File: src/rtl/vlc_bit_packer.sv
// Packs variable-length codes MSB-first into OUT_W-bit words, with optional JPEG
// 0xFF/0x00 byte stuffing and a flush that pads to a byte and emits the tail word.
module vlc_bit_packer #(
  parameter int LANES  = 8,
  parameter int CODE_W = 32,
  parameter int LEN_W  = 5,
  parameter int OUT_W  = 32,
  parameter int ACC_W  = 2 * CODE_W
) (
  input  logic                     clk,
  input  logic                     rst,
  input  logic                     in_valid,
  output logic                     in_ready,
  input  logic [LANES*CODE_W-1:0]  in_code,
  input  logic [LANES*LEN_W-1:0]   in_len,
  input  logic                     stuff_en,
  input  logic                     flush,
  output logic                     out_valid,
  input  logic                     out_ready,
  output logic [OUT_W-1:0]         out_data,
  output logic [$clog2(OUT_W/8):0] out_nbytes,
  output logic                     out_last,
  output logic [31:0]              byte_cnt
);

  // valid/ready: a transfer happens on a rising edge where both are high; the
  // sender holds its payload unchanged while valid && !ready.
  localparam int NB     = OUT_W / 8;
  localparam int NB_W   = $clog2(NB) + 1;
  localparam int FILL_W = $clog2(ACC_W + 1);
  localparam int SH_W   = FILL_W + 1;
  localparam int IDX_W  = (LANES > 1) ? $clog2(LANES) : 1;

  typedef enum logic [2:0] {IDLE, LANE, FLUSH_PAD, FLUSH_DRAIN, FLUSH_OUT} state_t;

  state_t                  state, state_nx;
  logic [LANES*CODE_W-1:0] code_r;
  logic [LANES*LEN_W-1:0]  len_r;
  logic [IDX_W-1:0]        idx;
  logic [ACC_W-1:0]        acc, acc_nx, app_bits;
  logic [FILL_W-1:0]       fill, fill_p, fill_nx, app_len;
  logic [SH_W-1:0]         app_sh;
  logic [CODE_W-1:0]       app_code;
  logic [OUT_W-1:0]        asm_data;
  logic [NB_W-1:0]         asm_cnt;
  logic                    stuff_pend, flush_pending;
  logic                    pop_data, pop_stuff;
  logic [7:0]              pop_byte;
  logic                    fits, do_app;
  logic                    accept, out_free, move_full, load_last, last_hs;

  function automatic logic [FILL_W-1:0] sat_len(input logic [LEN_W-1:0] l);
    int v;
    v = int'(l);
    if (v > CODE_W) v = CODE_W;
    return FILL_W'(v);
  endfunction

  assign in_ready  = (state == IDLE) && !flush_pending;
  assign accept    = in_valid && in_ready;
  assign out_free  = !out_valid || out_ready;
  assign move_full = (asm_cnt == NB_W'(NB)) && out_free;
  assign load_last = (state == FLUSH_OUT) && out_free && !(out_valid && out_last);
  assign last_hs   = (state == FLUSH_OUT) && out_valid && out_ready && out_last;

  // Byte stage: a pending stuff byte always wins over fresh accumulator data.
  always_comb begin
    pop_data  = 1'b0;
    pop_stuff = 1'b0;
    pop_byte  = 8'h00;
    if (asm_cnt < NB_W'(NB)) begin
      if (stuff_pend) begin
        pop_stuff = 1'b1;
      end else if (fill >= FILL_W'(8)) begin
        pop_data = 1'b1;
        pop_byte = acc[ACC_W-1 -: 8];
      end
    end
  end

  // The accumulator is MSB-aligned: the next stream bit is acc[ACC_W-1].
  always_comb begin
    app_len  = '0;
    app_code = '0;
    case (state)
      LANE: begin
        app_len  = sat_len(len_r[int'(idx)*LEN_W +: LEN_W]);
        app_code = code_r[int'(idx)*CODE_W +: CODE_W];
      end
      FLUSH_PAD: begin
        if (fill[2:0] != 3'd0) app_len = FILL_W'(4'd8 - {1'b0, fill[2:0]});
        app_code = '1;
      end
      default: ;
    endcase
    fits     = ({1'b0, fill} + {1'b0, app_len}) <= SH_W'(ACC_W);
    do_app   = fits && ((state == LANE) || (state == FLUSH_PAD));
    fill_p   = pop_data ? (fill - FILL_W'(8)) : fill;
    app_sh   = SH_W'(ACC_W) - {1'b0, fill_p} - {1'b0, app_len};
    app_bits = ({{(ACC_W-CODE_W){1'b0}}, app_code} & ~({ACC_W{1'b1}} << app_len)) << app_sh;
    acc_nx   = pop_data ? {acc[ACC_W-9:0], 8'h00} : acc;
    fill_nx  = fill_p;
    if (do_app) begin
      acc_nx  = acc_nx | app_bits;
      fill_nx = fill_p + app_len;
    end
  end

  always_ff @(posedge clk or posedge rst) begin
    if (rst) state <= IDLE;
    else     state <= state_nx;
  end

  always_comb begin
    state_nx = state;
    case (state)
      IDLE: begin
        if (accept)     state_nx = LANE;
        else if (flush) state_nx = FLUSH_PAD;
      end
      LANE: begin
        if (fits && (idx == IDX_W'(LANES-1)))
          state_nx = (flush_pending || flush) ? FLUSH_PAD : IDLE;
      end
      FLUSH_PAD:   if (fits) state_nx = FLUSH_DRAIN;
      // A full assembler leaves as an ordinary word before the tail word is built.
      FLUSH_DRAIN: if ((fill == '0) && !stuff_pend && (asm_cnt < NB_W'(NB))) state_nx = FLUSH_OUT;
      FLUSH_OUT:   if (last_hs) state_nx = IDLE;
      default:     state_nx = IDLE;
    endcase
  end

  always_ff @(posedge clk or posedge rst) begin
    if (rst) begin
      code_r        <= '0;
      len_r         <= '0;
      idx           <= '0;
      acc           <= '0;
      fill          <= '0;
      asm_data      <= '0;
      asm_cnt       <= '0;
      stuff_pend    <= 1'b0;
      flush_pending <= 1'b0;
      out_valid     <= 1'b0;
      out_data      <= '0;
      out_nbytes    <= '0;
      out_last      <= 1'b0;
      byte_cnt      <= '0;
    end else begin
      if (accept) begin
        code_r <= in_code;
        len_r  <= in_len;
        idx    <= '0;
      end else if ((state == LANE) && fits) begin
        idx <= idx + 1'b1;
      end

      acc  <= acc_nx;
      fill <= fill_nx;

      if (pop_stuff)                                        stuff_pend <= 1'b0;
      else if (pop_data && (pop_byte == 8'hFF) && stuff_en) stuff_pend <= 1'b1;

      if (last_hs)    flush_pending <= 1'b0;
      else if (flush) flush_pending <= 1'b1;

      if (out_valid && out_ready) byte_cnt <= byte_cnt + 32'(out_nbytes);

      if (move_full) begin
        out_valid  <= 1'b1;
        out_data   <= asm_data;
        out_nbytes <= NB_W'(NB);
        out_last   <= 1'b0;
        asm_data   <= '0;
        asm_cnt    <= '0;
      end else if (load_last) begin
        out_valid  <= 1'b1;
        out_data   <= asm_data;
        out_nbytes <= asm_cnt;
        out_last   <= 1'b1;
        asm_data   <= '0;
        asm_cnt    <= '0;
      end else begin
        if (out_valid && out_ready) out_valid <= 1'b0;
        if (pop_data || pop_stuff) begin
          asm_data[(NB-1-int'(asm_cnt))*8 +: 8] <= pop_byte;
          asm_cnt <= asm_cnt + 1'b1;
        end
      end
    end
  end

endmodule

File: config.mk
export PLATFORM = sky130hd
export DESIGN_NAME = vlc_bit_packer
export DESIGN_NICKNAME = d
export VERILOG_FILES = /design/src/rtl/vlc_bit_packer.sv
export SDC_FILE = /design/constraint.sdc
export NUM_CORES = 1
export LEC_CHECK = 0
export BUFFER_PORTS_ARGS = -buffer_cell sky130_fd_sc_hd__buf_2
export CAP_MARGIN = 20
export CORE_UTILIZATION = 45
export DETAILED_ROUTE_END_ITERATION = 6
export GPL_ROUTABILITY_DRIVEN = 1
export PLACE_DENSITY = 0.68
export SLEW_MARGIN = 10
export SYNTH_ARGS = -nofsm -noshare
export SYNTH_HDL_FRONTEND = slang
export SYNTH_SLANG_ARGS = --single-unit
File: constraint.sdc
create_clock -name clk -period 20.5 [get_ports clk]
set_input_delay 1.025 -clock clk [delete_from_list [all_inputs] [get_ports clk]]
set_output_delay 1.025 -clock clk [all_outputs]
set_load 0.01 [all_outputs]
==> flow_summary_export.csv <==
group,metric,value,unit
outcome,status,"finished, violations left",
outcome,violations,"DRC",
placement,numPortBuffers,363,
clock_network,path_clk_slew,0.06,ns
grt,grt_util_all_layers,25.5,%
die,chipHeight,236,µm
sta,finalCritPeriodShare,33.2,%
clock_network,cts_setup_buffers,0,
yosys,syn_area,0.0246,mm²
finish,area_growth,17.0,%
clock_network,cts_buffer_depth,3,
die,die_x,236,µm
sta,fmax,147,MHz
setup_path,reg2regPathDepth,19,
detailed_routing,ant_nets,0,
sta,tightest_slew,1.17,ns
clock_network,hold_buffers,0,
finish,final_cell_mix,"468 x dfrtp_1, 364 x buf_2, 312 x mux2_2, 223 x nand2_1, 146 x nor2_1",
yosys,synth_cells,2191,
detailed_routing,routed_wl,71.7,mm
clock_network,clock_latency,0.61,ns
min_path,min_path_cells,2,
detailed_routing,dr.pass1.iters,7,
die,top_level_ports,372,
setup_path,timing.rr.end,"acc[31]$_DFF_PP0_",
setup_path,worstSetupStartpointType,"flop",
clock_network,cts_tree,"yes",
detailed_routing,dr.first_iter.drc_count,1594,
grt,antenna_found_initial,32,
yosys,yosys_register_bits,471,
grt,grt_overflow,0,
clock_network,clock_sinks,471,
yosys,ys_warn_count,0,
sta,min_period,6.80,ns
placement,gp_congestion,0.941,
detailed_routing,drc_errors,5,
die,design.die.area,0.0556,mm²
setup_path,worstPathRequired,21.02,ns
min_path,min_path_type,"reg2reg",
sta,hold_viol,0,
sta,report.final.setup_viol,0,
yosys,synth_edf_count,0,
setup_path,cp.arrival,7.32,ns
setup_path,reg2reg_from,"idx[0]$_DFFE_PP0P_",
setup_path,cp_max_fo,37,
finish,layout_commonest_cell,"dfrtp_1",
sta,rsz0062_at_grt,"false",
yosys,ys_async_sr_fraction,100,%
yosys,avgSynthCellArea,11.2,µm²
setup_path,end_kind,"flop",
clock_network,cts_buffers,51,
yosys,synth_cell_type_count,88,
yosys,synth_flop_cell,"dfrtp_1",
setup_path,r2r_slack,13.70,ns
sta,slew_headroom,21.4,%
detailed_routing,via_per_inst,5.92,
finish,drive_above_1_share,34.6,%
grt,grt_pass1_wl,112,mm
detailed_routing,routedWlPerCell,22.0,µm
sta,slew_viol_final,0,
min_path,hold_end,"out_data[24]$_DFFE_PP0N_",
die,coreArea,0.0539,mm²
sta,setup_tns,0,ns
die,start_util,45.6,%
finish,nets,2837,
grt,grt_max_degree,124,
detailed_routing,vias,19263,
die,rows,85,
clock_network,cts.repair.resized,0,
sta,whs,0.459,ns
flow_run,maxCapViolCount,0,
yosys,synth_nets,2527,
grt,grt_pass1_vias,19509,
setup_path,crit_type,"reg2reg",
placement,post-dp-hpwl,50.8,mm
sta,finClkSkew,0.0199,ns
min_path,min_from,"out_data[24]$_DFFE_PP0N_",
yosys,yosysSeqAreaShare,47.9,%
clock_network,cts_root_buffer,"clkbuf_16",
clock_network,htreeDepth,2,
## cells by family after synthesis
kind of cell    Yosys count  share of synthesized area (%)
fa+ha+maj                34                           1.82
flops                   471                           47.9
compound gates          441                           12.9
xor+xnor                 48                           1.71
buf+inv                 183                           3.31
mux                     463                           22.3
simple gates            551                           10.1
## layer usage
layer	global-route usage (%)	share of wire, %	vias to the layer above
met5	0	0.20	-
met1	32.8	41	9664
met2	42.2	49	684
li1	-	-	8720
met4	10.2	3.8	26
met3	5.31	6.6	169
## sequential cells by signal, summed over array words and instances (netlist names), 3 cells and up
signal,flops
asm_data,32
out_nbytes,3
byte_cnt,32
out_data,32
asm_cnt,3
code_r,248
state,3
idx,3
fill,7
len_r,40
acc,64
## final cells by class
cell class / instances / area, µm²
clock buffers: 67 / 1420
flip-flops and latches: 471 / 11800
fillers: 4741 / 25100
inverters: 35 / 139
well taps: 696 / 871
repair buffers: 405 / 2170
multi-input cells: 1537 / 12100
diodes: 20 / 50.0
clock inverters: 25 / 248
## metrics by stage
step / area [µm²] / worst slack (ns) / instances / utilization (%)
CTS: 28700 / 13.80 / 3233 / 53.2
global placement: 27000 / 13.84 / 3141 / 50.1
global route: 28800 / 13.31 / 3253 / 53.4
floorplan: 24600 / 6.34 / 2191 / -
detailed placement: 27000 / 13.80 / 3141 / 50.1
finish: 28800 / 13.70 / 3256 / 53.4
## worst max path at each step
stage / start / to
after floorplan: rst / acc[0]$_DFF_PP0_
after global placement: idx[0]$_DFFE_PP0P_ / acc[31]$_DFF_PP0_
after detailed placement: idx[0]$_DFFE_PP0P_ / acc[31]$_DFF_PP0_
after CTS: idx[0]$_DFFE_PP0P_ / acc[31]$_DFF_PP0_
after global routing: fill[0]$_DFFE_PP0P_ / acc[30]$_DFF_PP0_
final: idx[0]$_DFFE_PP0P_ / acc[31]$_DFF_PP0_
## synthesized netlist by cell type (all sizes together), types with 12 or more instances
master,count,area (µm²)
o22ai,33,219
ha,31,388
mux2,313,3530
xor2,14,123
a211oi,15,118
a221oi,12,105
nor2b,13,81.3
xnor2,34,298
buf,43,289
inv,34,128
mux2i,114,1140
nor3,21,120
o211ai,29,218
clkbuf,105,394
nor2,148,558
nand2,224,841
nand3,60,300
a22oi,34,255
a31oi,38,253
mux4,36,811
a21oi,66,330
dfrtp,471,11800
nand4,21,131
a22o,27,236
o21ai,65,325
## worst max-delay path: stages (launching register included)
cell       delay, ns
dfrtp_4         0.61
buf_4           0.37
nor2b_1         0.24
buf_4           0.22
a22o_1          0.25
o31ai_4         0.53
inv_2           0.35
ha_1            0.31
ha_1            0.35
nand3_1         0.11
o211ai_1        0.19
buf_4           0.26
nand4_1         0.61
a2111oi_4       0.69
o21ai_1         0.18
a32o_1          0.29
mux2_2          0.33
mux2_2          0.29
mux2_2          0.31
o22ai_2         0.14
Power is left out: the tool's default activity adds up to more than one toggle a clock period on the data nets, which glitch-free logic cannot reach.
